**src/rtl/two_level_predictor_param.sv**
```systemverilog
// two_level_predictor_param: two-level adaptive branch predictor (PAg or gshare) with stats and sequenced PHT clear
module two_level_predictor_param #(
  parameter int PC_W      = 32,
  parameter int HIST_W    = 4,
  parameter int LHT_IDX_W = 4,
  parameter int CTR_W     = 2,
  parameter int MODE      = 0,
  parameter int CNT_W     = 16
) (
  input  logic             clk,
  input  logic             rst,
  input  logic             pred_req,
  input  logic [PC_W-1:0]  pred_pc,
  output logic             pre_valid,
  output logic             pre_taken,
  input  logic             update_en,
  input  logic [PC_W-1:0]  update_pc,
  input  logic             real_br_taken,
  input  logic             update_pred,
  output logic             mispredict,
  input  logic             clear_req,
  output logic             busy,
  output logic [CNT_W-1:0] stat_pred_cnt,
  output logic [CNT_W-1:0] stat_misp_cnt
);
  localparam int PHT_N = 1 << HIST_W;
  localparam int LHT_N = 1 << LHT_IDX_W;
  localparam logic [CTR_W-1:0] WNT = {1'b0, {(CTR_W-1){1'b1}}};
  typedef enum logic {IDLE, CLEAR} state_t;
  state_t state, state_nx;
  logic [CTR_W-1:0] pht [PHT_N];
  logic [HIST_W-1:0] lht [LHT_N];
  logic [HIST_W-1:0] ghr, ptr, p_idx, u_idx, u_hist;
  logic [LHT_IDX_W-1:0] p_li, u_li;
  logic [CTR_W-1:0] u_ctr, u_ctr_nx;
  logic misp, unused_bits;
  assign unused_bits = ^{pred_pc, update_pc};
  assign p_li = pred_pc[LHT_IDX_W+1:2];
  assign u_li = update_pc[LHT_IDX_W+1:2];
  assign p_idx = MODE == 0 ? lht[p_li] : pred_pc[HIST_W+1:2] ^ ghr;
  assign u_hist = MODE == 0 ? lht[u_li] : ghr;
  assign u_idx = MODE == 0 ? u_hist : update_pc[HIST_W+1:2] ^ ghr;
  assign u_ctr = pht[u_idx];
  assign u_ctr_nx = real_br_taken ? (&u_ctr ? u_ctr : u_ctr + CTR_W'(1))
                                  : (~|u_ctr ? u_ctr : u_ctr - CTR_W'(1));
  assign misp = update_pred ^ real_br_taken;
  assign busy = state == CLEAR;
  always_comb begin
    state_nx = state;
    state_nx = state == IDLE ? (clear_req ? CLEAR : IDLE) : (&ptr ? IDLE : CLEAR);
  end
  always_ff @(posedge clk or posedge rst)
    if (rst) state <= IDLE;
    else state <= state_nx;
  always_ff @(posedge clk or posedge rst) begin
    if (rst) begin
      for (int i = 0; i < PHT_N; i++) pht[i] <= WNT;
      for (int i = 0; i < LHT_N; i++) lht[i] <= '0;
      ghr <= '0;
      ptr <= '0;
      pre_valid <= 1'b0;
      pre_taken <= 1'b0;
      mispredict <= 1'b0;
      stat_pred_cnt <= '0;
      stat_misp_cnt <= '0;
    end else begin
      pre_valid <= pred_req;
      if (pred_req) pre_taken <= (state == IDLE) & pht[p_idx][CTR_W-1];
      mispredict <= update_en & misp;
      if (update_en) begin
        stat_pred_cnt <= stat_pred_cnt + CNT_W'(stat_pred_cnt != '1);
        stat_misp_cnt <= stat_misp_cnt + CNT_W'(misp && stat_misp_cnt != '1);
      end
      if (state == CLEAR) begin
        pht[ptr] <= WNT;
        ptr <= ptr + HIST_W'(1);
      end else if (clear_req) begin
        for (int i = 0; i < LHT_N; i++) lht[i] <= '0;
        ghr <= '0;
        ptr <= '0;
      end else if (update_en) begin
        pht[u_idx] <= u_ctr_nx;
        if (MODE == 0) lht[u_li] <= (u_hist << 1) | HIST_W'(real_br_taken);
        else ghr <= (ghr << 1) | HIST_W'(real_br_taken);
      end
    end
  end
endmodule
```
**config.mk**
```make
export PLATFORM = sky130hd
export DESIGN_NAME = two_level_predictor_param
export DESIGN_NICKNAME = d
export VERILOG_FILES = /design/src/rtl/two_level_predictor_param.sv
export SDC_FILE = /design/constraint.sdc
export NUM_CORES = 1
export LEC_CHECK = 0
export BUFFER_PORTS_ARGS = -buffer_cell sky130_fd_sc_hd__buf_2
export CAP_MARGIN = 20
export CORE_AREA = 2 2 122 124
export CTS_BUF_LIST = sky130_fd_sc_hd__clkbuf_8
export DETAILED_ROUTE_END_ITERATION = 16
export DIE_AREA = 0 0 124 126
export GPL_TIMING_DRIVEN = 0
export PLACE_DENSITY = 0.76
export SYNTH_ARGS = -nofsm -noshare
export SYNTH_HDL_FRONTEND = slang
export SYNTH_SLANG_ARGS = --single-unit
```
**constraint.sdc**
```tcl
create_clock -name clk -period 9.21 [get_ports clk]
set_input_delay 1.842 -clock clk [delete_from_list [all_inputs] [get_ports clk]]
set_output_delay 1.842 -clock clk [all_outputs]
set_load 0.02 [all_outputs]
```
# [Yosys cells after proc, flatten, opt, wreduce, memory -nomap -nowiden]
# Index checks and enable logic that the tools add are counted.
[word_totals] latchBits=0 mem_bits_rw=0 in_bits=71 elab_cells=113 memories=0 reg_bits=136 output_inout_bits=36 mem_bits_ro=0
[op_classes] mux=33 addsub=5 order_cmp=8 reduce_logical=12 eq_ne=3 shifts=0 bitwise_logic=13 multipliers=0 div_mod_pow=0
[op_table] operator="64-bit two-way mux" count=2
[op_table] operator="32-bit two-way mux" count=3
[op_table] operator="64-bit bitwise mux" count=1
[op_table] operator="16-bit by 1-bit adder with 16-bit output" count=2
[op_table] operator="4-bit binary-select mux with 4-bit select" count=2
[op_table] operator="32-bit bitwise mux" count=1
[op_table] operator="16-bit != test, second input constant" count=2
[op_table] operator="4-bit two-way mux" count=7
[op_table] operator="5-bit >= comparator, second input constant" count=5
[op_table] operator="4-bit NOT with 5-bit output" count=5
[op_table] operator="2-bit two-way mux" count=9
[op_table] operator="16-bit AND" count=1
[op_table] operator="2-bit binary-select mux with 4-bit select" count=2
[op_table] operator="2-bit demux with 4-bit select" count=2
[op_table] operator="4-bit demux with 4-bit select" count=1
[op_table] operator="16-bit NOT" count=1
[op_table] operator="16-bit OR" count=1
[op_table] operator="5-bit by 1-bit < comparator with 1-bit output, second input constant" count=3
[op_table] operator="2-bit AND reduction" count=3
[op_table] operator="2-bit nonzero test" count=3
[op_table] operator="4-bit by 1-bit adder with 4-bit output, second input constant" count=1
[op_table] operator="1-bit logical AND" count=4
[op_table] operator="4-bit by 1-bit OR with 4-bit output" count=1
[op_table] operator="4-bit AND reduction" count=1
[op_table] operator="8 further kinds" count=11

# [Depth between registers and ports, before layout]
# Gate-level depths: netlist of run 1.
[depth] ltp_word=15 depth_mapped=13 ltp_nobuf=11

# [Worst setup path after synthesis of run 1]
# OpenSTA, ideal clock, no wires.
[synth_timing] path_kind="input to register" from="input update_pc[3]" to="register pht[2] in the netlist's numbering" setup_ns=0.070 setup_slack_ns=4.408 arrival_time_ns=4.732 required_ns=9.140 cell_stages=12 n_path_buf=5 cell_sequence="buf_2 -> buf_6 -> buf_2 -> mux4_2 -> mux4_2 -> buf_6 -> nor4_2 -> a211oi_1 -> or4_1 -> maj3_2 -> buf_6 -> o21ai_2"
[synth_between] elab_chain_cells=15 elab_cells_between_ends=24 classes_between="2 x add/sub; 2 x order compare; 15 x mux; 2 x bitwise; 3 x reduce/logical"
[synth_lines] element="from (decl)" line_no="17" text="input logic [PC_W-1:0] update_pc,"
[synth_lines] element="4-bit NOT with 5-bit output (implied by the code) (*)" line_no="41" text="assign u_hist = MODE == 0 ? lht[u_li] : ghr;"
[synth_lines] element="4-bit binary-select mux with 4-bit select (*)" line_no="41"
[synth_lines] element="4-bit two-way mux (implied by the code) (*) (2 in series)" line_no="41"
[synth_lines] element="4-bit NOT with 5-bit output (implied by the code) (*)" line_no="43, 82"
[synth_lines] element="2-bit binary-select mux with 4-bit select" line_no="43" text="assign u_ctr = pht[u_idx];"
[synth_lines] element="2-bit two-way mux (implied by the code) (2 in series)" line_no="43"
[synth_lines] element="2-bit by 1-bit subtractor with 2-bit output (tied with other cells)" line_no="45" text=": (~|u_ctr ? u_ctr : u_ctr - CTR_W'(1));"
[synth_lines] element="2-bit two-way mux (on tied branches)" line_no="45, 44"
[synth_lines] element="2-bit two-way mux" line_no="44" text="assign u_ctr_nx = real_br_taken ? (&u_ctr ? u_ctr : u_ctr + CTR_W'(1))"
[synth_lines] element="32-bit bitwise mux (*)" line_no="82" text="pht[u_idx] <= u_ctr_nx;"
[synth_lines] element="32-bit two-way mux (*)" line_no="81" text="end else if (update_en) begin"
[synth_lines] element="32-bit two-way mux (*)" line_no="77" text="end else if (clear_req) begin"
[synth_lines] element="32-bit two-way mux (*)" line_no="74" text="if (state == CLEAR) begin"
[synth_lines] element="to (signal, indexed assignment)" line_no="82"
[synth_lines] element="to (decl)" line_no="31" text="logic [CTR_W-1:0] pht [PHT_N];"
# Every way passes the cells marked *; elsewhere a longest branch is shown, timed or not. The select of a mux whose other input is x is not followed.
# A chain may end at the register's enable or synchronous reset.

# [Worst setup path in the final report of run 1]
[layout_timing] from="input update_pc[3]" to="register pht[7] in the netlist's numbering"
# The elaborated chain is that of the path after synthesis.

==> impl_metrics.csv, run 1 <==
group,metric,value,unit
outcome,status,"completed",
logic_synthesis,synth_area_leaders,"dfrtp_1, mux4_2, mux2i_1",
place,routabilityCongestion,0.9742,
timing,final_max_slew_viol_count,0,
critical_path,crit_path_start_kind,"primary input",
grt,grt_max_degree,102,
logic_synthesis,synth.distinct_cells,50,
clock_tree,h-tree-depth,4,
logic_synthesis,syn-cell-area,7704,um^2
run,maxCapViolations,0,
layout,nNetsFinal,866,
drt,drcViolationCount,0,
place,io_buffers,44,
grt,grt_pass1_wl,33.86,mm
floorplan,die_w,124,um
logic_synthesis,synth.top_cell.area_share,38.98,%
drt,wl_per_cell,21.34,um
timing,rsz0062_at_grt,"no",
logic_synthesis,synth.ff_latch_count,136,
logic_synthesis,ys_warn_count,0,
hold_path,hold_path.class,"reg -> reg",
timing,setup_violations,0,
power,p_leak,3.745,nW
clock_tree,numCtsBuffers,17,
floorplan,die_y,126,um
critical_path,arrival,5.51,ns
layout,layout_common_cells,"dfrtp_1, nand2_1, nor2_1, o21ai_0, mux2i_1",
drt,vias,6283,
drt,drt_iter0_drc,801,
layout,layout.cells.most_common,"dfrtp_1",
clock_tree,clock-root-buffer,"clkbuf_8",
logic_synthesis,syn_inst,723,
timing,period_share,56.05,%
grt,grt_usage,28.66,%
layout,area_delta_synth_final,11.29,%
clock_tree,cts.sinks,136,
logic_synthesis,synth_xor_xnor_area_share,3.411,%
floorplan,core,14310,um^2
place,place_hpwl,15.05,mm
logic_synthesis,ys_async_sr_fraction,100.0,%
timing,worst_pin_slew,0.8038,ns
clock_tree,clk_pin_slew,0.08,ns
logic_synthesis,yosys.area_share.simple,15.23,%
logic_synthesis,synth_adder_area_share,1.575,%
timing,finalClockSkew,0.01181,ns
clock_tree,cts_tree,"yes",
drt,finalWirelength,20.99,mm
logic_synthesis,muxShareOfSynthArea,19.05,%
drt,first_pass_iters,5,
logic_synthesis,synth_edf_count,0,
layout,post-route-util,59.90,%
floorplan,initial_core_util,53.82,%
critical_path,cp_max_fo,10,
timing,max_freq,193.7,MHz
timing,final_hold_viol_count,0,
logic_synthesis,synth_compound_area_share,13.07,%
clock_tree,clockBufferDepth,2,
critical_path,cp-end-kind,"flip-flop",
logic_synthesis,synth_area_per_cell,10.66,um^2
timing,min_period,5.163,ns
logic_synthesis,synth_nets,802,
logic_synthesis,yosysTopAreaCell,"dfrtp_1",
floorplan,placementRows,44,
layout,antenna_cells,0,
clock_tree,post_cts_buffers,0,
clock_tree,clkLatencyLatePin,0.47,ns
floorplan,dieArea,15620,um^2
layout,layout-drive-gt1-share,19.75,%
critical_path,critPathKind,"in -> reg",
drt,viasPerCell,6.385,
drt,drt.antenna.violating_nets,0,
floorplan,io_pins,107,
timing,relSlewSlack,46.00,%
grt,grt_overflow_total,0,
timing,tns,0,ns
clock_tree,ctsHoldBuffers,0,
logic_synthesis,synth_top_family_by_area,"multiplexers",
power,powerDensity,250.8,nW/um^2
grt,antenna_found_initial,0,
power,ir_worst_vdd,0.1801,mV
clock_tree,cts_resized,0,
critical_path,crit_required,9.55,ns
logic_synthesis,yosysSeqAreaShare,44.44,%
grt,grt_pass1_vias,6383,
logic_synthesis,synthFlopType,"dfrtp_1",
-- flip-flops by register name, summed over array words and instances (netlist names) --
register and count:
busy 1, lht 64, mispredict 1, pht 32, pre_taken 1, pre_valid 1
ptr 4, stat_misp_cnt 16, stat_pred_cnt 16
-- critical path, cell delays in order --
cell and delay, ns:
buf_2 0.16, buf_6 0.21, buf_2 0.34, mux4_2 0.41
mux4_2 0.52, buf_6 0.17, buf_2 0.18, nor4_1 0.30
a211oi_1 0.10, nor4_1 0.43, maj3_1 0.41, buf_2 0.29
mux2i_1 0.12
-- worst paths after layout --
| path | end | start | cells past startpoint | slack (ns) |
|---|---|---|---|---|
| max in group asynchronous | pht[12] | rst | 3 | 7.02 |
| max reg2reg | pht[7] | lht[41] | 10 | 5.54 |
| min | stat_misp_cnt[6] | stat_misp_cnt[6] | 1 | 0.49 |
| min reg2reg | stat_misp_cnt[6] | stat_misp_cnt[6] | 1 | 0.49 |
| max | pht[7] | update_pc[3] | 13 | 4.05 |
| min in group asynchronous | stat_misp_cnt[7] | rst | 2 | 1.34 |
-- metal layers --
metal | vias up | part of all wire, % | global-route usage [%] | wire, um
li1 | 2788 | - | - | -
met1 | 3097 | 41 | 40.52 | 8656
met2 | 346 | 46 | 42.44 | 9762
met3 | 52 | 9.7 | 7.563 | 2030
met4 | 0 | 2.6 | 11.24 | 544
met5 | - | 0 | 0 | 0
-- metrics by stage --
step / cells / instance area (um^2) / power (mW) / setup WS [ns] / hold WS, ns
after global placement: 951 / 8154 / 1.602 / 2.363 / 0.4753
after detailed placement: 952 / 8187 / 1.649 / 3.625 / 0.4770
after CTS: 984 / 8573 / 2.139 / 4.136 / 0.4931
after floorplan: 723 / 7704 / 1.406 / 3.755 / 0.4600
after global routing: 984 / 8573 / 2.272 / 3.920 / 0.5156
final: 984 / 8573 / 2.150 / 4.047 / 0.4910
-- power by group --
| part | switching (mW) | internal [mW] | total (mW) |
|---|---|---|---|
| Sequential | 0.142 | 0.755 | 0.898 |
| Clock | 0.267 | 0.227 | 0.493 |
| Combinational | 0.458 | 0.301 | 0.759 |
| Total | 0.867 | 1.28 | 2.15 |
-- cells in the mapped netlist, types with 6 or more instances --
| library cell | count |
|---|---|
| a211oi_1 | 15 |
| a21oi_1 | 15 |
| a21oi_2 | 6 |
| a22o_1 | 36 |
| and3b_1 | 8 |
| buf_1 | 8 |
| buf_2 | 6 |
| clkbuf_1 | 26 |
| dfrtp_1 | 120 |
| dfstp_2 | 16 |
| ha_1 | 8 |
| inv_1 | 8 |
| mux2_2 | 7 |
| mux2i_1 | 51 |
| mux4_1 | 6 |
| mux4_2 | 31 |
| nand2_1 | 84 |
| nand2b_1 | 7 |
| nand3_1 | 8 |
| nand4_1 | 14 |
| nor2_1 | 67 |
| nor2b_1 | 12 |
| nor3_1 | 15 |
| nor3b_1 | 8 |
| nor4_1 | 12 |
| o211ai_1 | 6 |
| o21ai_0 | 57 |
| xnor2_1 | 21 |
| xor2_1 | 9 |
-- cells by family after synthesis --
kind of cell	Yosys count
flip-flops	136
AO/OA/AOI/OAI	150
XOR/XNOR	30
AND/OR/NAND/NOR	246
buffers and inverters	55
multiplexers	96
adder cells (fa/ha/maj)	10
-- cell type report --
type                    count  area [um^2]
plain buffers              45        210.2
repair buffers             45        247.7
fillers                  1179         5741
flip-flops and latches    136         3423
clock buffers              18        247.7
multi-input cells         532         4033
clock inverters            14        138.9
inverters                  10        42.54
well taps                 184        230.2
(Power assumes the default switching activity.)
==> inputs of run 2 (changes only) <==
--- a/config.mk
+++ b/config.mk
@@ -5,14 +5,15 @@
 export SDC_FILE = /design/constraint.sdc
 export NUM_CORES = 1
 export LEC_CHECK = 0
+export ABC_AREA = 1
 export BUFFER_PORTS_ARGS = -buffer_cell sky130_fd_sc_hd__buf_2
 export CAP_MARGIN = 20
-export CORE_AREA = 2 2 122 124
+export CORE_AREA = 2 2 127 129
 export CTS_BUF_LIST = sky130_fd_sc_hd__clkbuf_8
 export DETAILED_ROUTE_END_ITERATION = 16
-export DIE_AREA = 0 0 124 126
+export DIE_AREA = 0 0 129 131
 export GPL_TIMING_DRIVEN = 0
-export PLACE_DENSITY = 0.76
+export PLACE_DENSITY = 0.75
 export SYNTH_ARGS = -nofsm -noshare
 export SYNTH_HDL_FRONTEND = slang
 export SYNTH_SLANG_ARGS = --single-unit
==> constraint.sdc (replaced) <==
create_clock -name clk -period 4.8 [get_ports clk]
set_input_delay 0.96 -clock clk [delete_from_list [all_inputs] [get_ports clk]]
set_output_delay 0.96 -clock clk [all_outputs]
set_load 0.02 [all_outputs]
==> run 2 against run 1 <==
  * First-iteration DRC count rose by 27%
  * Worst setup slack got worse by 2.4 ns
  * Worst hold slack improved by 0.0017 ns
  * Global-route usage rose by 1.7 points
  * Area after synthesis rose by 8.0%
  * Sequential share of layout area fell by 3.1 points
  * Synthesized cell count rose by 57%
  * Critical path depth fell by 2
  * Total power rose by 120%
  * Clock power rose by 110%
==> impl_metrics.csv, run 2 <==
group,metric,value,unit
timing,setup_violations,0,
clock_tree,clk_pin_slew,0.07,ns
power,power.switching,1.965,mW
layout,layout.cells.most_common,"nand2_1",
drt,wl_per_cell,17.21,um
grt,grt_max_degree,70,
layout,largest-register,"lht",
power,p_sw_share,41.77,%
floorplan,core,15600,um^2
clock_tree,ctsHoldBuffers,0,
logic_synthesis,synth_top_family_by_area,"simple AND/OR/NAND/NOR gates",
drt,drt.antenna.violating_nets,0,
logic_synthesis,yosysSeqAreaShare,41.14,%
timing,relSlewSlack,53.96,%
logic_synthesis,synth_xor_xnor_area_share,2.421,%
layout,nNetsFinal,1282,
logic_synthesis,syn-cell-area,8322,um^2
logic_synthesis,synth.top_cell.area_share,36.08,%
drt,drt_iter0_drc,1018,
clock_tree,clock-root-buffer,"clkbuf_8",
logic_synthesis,synthFlopType,"dfrtp_1",
power,combPwrFrac,40.3,%
logic_synthesis,synth_adder_area_share,1.203,%
clock_tree,h-tree-depth,4,
layout,top_regs,"lht: 64 flops, pht: 32 flops",
critical_path,reg2reg_to,"lht[50]",
clock_tree,cts_tree,"yes",
place,dpl.cell_count,1400,
layout,fillers,1465,
grt,grt_pass1_wl,39.43,mm
logic_synthesis,synth.distinct_cells,39,
run,maxCapViolations,0,
critical_path,r2r_cells,8,
power,seqPwrFrac,37.4,%
critical_path,critPathKind,"in -> reg",
logic_synthesis,synth_edf_count,0,
grt,grt_pass1_vias,7611,
clock_tree,post_cts_buffers,0,
timing,final_hold_viol_count,0,
layout,largest_reg_flops,64,
grt,antenna_found_initial,0,
clock_tree,cts_resized,0,
timing,worst_pin_slew,0.6833,ns
layout,antenna_cells,0,
logic_synthesis,synth_area_per_cell,7.332,um^2
grt,grt_usage,30.35,%
critical_path,cp_max_fo,10,
logic_synthesis,yosysTopAreaCell,"dfrtp_1",
critical_path,crit_required,5.15,ns
timing,rsz0062_at_grt,"no",
logic_synthesis,yosys-top-cells-count,"nand2_1, inv_1, dfrtp_1",
layout,stdcell_count,1432,
power,powerDensity,505.5,nW/um^2
logic_synthesis,syn_inst,1135,
critical_path,r2r_slack,2.03,ns
logic_synthesis,synth_area_leaders,"dfrtp_1, nand2_1, inv_1",
layout,area_delta_synth_final,11.82,%
drt,finalWirelength,24.65,mm
logic_synthesis,synth_most_common_cell,"nand2_1",
critical_path,crit_path_start_kind,"primary input",
power,ir_worst_vdd,0.2593,mV
place,place_hpwl,18.12,mm
timing,tns,0,ns
timing,period_share,64.88,%
floorplan,placementRows,46,
drt,drcViolationCount,0,
timing,final_max_slew_viol_count,0,
critical_path,reg2reg_from,"busy",
timing,finalClockSkew,0.01925,ns
timing,min_period,3.114,ns
power,p_leak,4.408,nW
critical_path,crit_start,"pred_pc[2]",
logic_synthesis,ys_warn_count,0,
clock_tree,clkLatencyLatePin,0.47,ns
floorplan,die_y,131,um
place,io_buffers,48,
power,p_int,2.739,mW
timing,max_freq,321.1,MHz
floorplan,dieArea,16900,um^2
logic_synthesis,muxShareOfSynthArea,0,%
drt,vias,8216,
outcome,status,"completed",
logic_synthesis,synth.ff_latch_count,136,
critical_path,cp-end-kind,"flip-flop",
clock_tree,numCtsBuffers,17,
critical_path,crit_end,"pre_taken",
grt,grt_overflow_total,0,
logic_synthesis,ys_async_sr_fraction,100.0,%
logic_synthesis,synth_compound_area_share,16.70,%
drt,first_pass_iters,6,
logic_synthesis,synth_nets,1214,
power,clkPwrFrac,22.3,%
logic_synthesis,yosys.area_share.simple,28.39,%
place,routabilityCongestion,0.9731,
critical_path,arrival,3.46,ns
clock_tree,cts.sinks,136,
hold_path,hold_path.class,"reg -> reg",
clock_tree,clockBufferDepth,2,
floorplan,die_w,129,um
floorplan,initial_core_util,53.35,%
layout,layout-drive-gt1-share,13.82,%
drt,viasPerCell,5.737,
layout,layout_common_cells,"nand2_1, inv_1, dfrtp_1, nor2_1, nand3_1",
floorplan,io_pins,107,
run 2: cell count changes after synthesis, sizes merged, moves of 22 or more:
cell | previous run | this run
a21oi | 21 | 74
a22o | 36 | 1
inv | 8 | 155
mux2i | 52 | 0
mux4 | 37 | 0
nand2 | 84 | 254
nand3 | 8 | 112
nor2 | 67 | 122
o21ai | 63 | 85
o22ai | 0 | 46
run 2: stage by stage:
stage / util, % / total power [mW] / hold slack (ns) / worst slack [ns] / instance area, um^2
finish: 59.66 / 4.704 / 0.4926 / 1.686 / 9305
global route: 59.66 / 4.987 / 0.5224 / 1.429 / 9305
CTS: 59.66 / 4.674 / 0.4976 / 1.730 / 9305
detailed placement: 56.83 / 3.625 / 0.4777 / 1.275 / 8865
global placement: 56.63 / 3.578 / 0.4732 / -1.293 / 8832
floorplan: - / 3.099 / 0.4717 / 0.2270 / 8322
run 2: power groups by stage:
stage          Clock (mW)  Sequential, mW  Combinational (mW)
3_5_place_dp            0            1.77                1.86
6_report             1.05            1.76                1.90
5_1_grt              1.11            1.79                2.09
3_3_place_gp            0            1.76                1.82
2_1_floorplan           0            1.76                1.34
4_1_cts              1.06            1.75                1.86
run 2: worst min-delay path by stage:
stage / depth (start not counted) / start / slack [ns] / to
4_1_cts: 2 / pre_taken / 0.50 / pre_taken
3_3_place_gp: 2 / pre_taken / 0.47 / pre_taken
3_5_place_dp: 2 / pre_taken / 0.48 / pre_taken
2_1_floorplan: 2 / pht[1] / 0.47 / pht[1]
6_report: 2 / pre_taken / 0.49 / pre_taken
5_1_grt: 2 / pre_taken / 0.52 / pre_taken
run 2: layer usage:
layer | vias up | global-route usage [%] | share of wire (%)
met4 | 0 | 11.89 | 3.1
met2 | 470 | 46.16 | 44
li1 | 3892 | - | -
met3 | 72 | 7.125 | 10
met5 | - | 0 | 0
met1 | 3782 | 42.29 | 43
run 2: kinds of logic after synthesis:
| kind of cell | after synthesis |
|---|---|
| fa+ha+maj | 8 |
| flops | 136 |
| simple gates | 526 |
| buf+inv | 204 |
| compound gates | 238 |
| xor+xnor | 23 |
run 2: worst max-delay path: stages:
cell	delay, ns
clkbuf_1	0.41
clkbuf_1	0.42
clkbuf_1	0.41
clkbuf_1	0.43
o211ai_1	0.16
nand3_1	0.12
nand3_1	0.19
nand2_1	0.11
nand3_1	0.08
nand3_1	0.09
nand2_1	0.05
run 2: final cells by class:
cell class | count | area (um^2) | share of cell area (%)
Sequential cell | 136 | 3423 | 36.79
Tap cell | 216 | 270.3 | 2.904
Clock buffer | 19 | 261.5 | 2.810
Clock inverter | 13 | 178.9 | 1.923
Multi-Input combinational cell | 795 | 4054 | 43.57
Timing Repair Buffer | 49 | 267.8 | 2.878
Buffer | 47 | 255.2 | 2.743
Inverter | 157 | 594.3 | 6.387
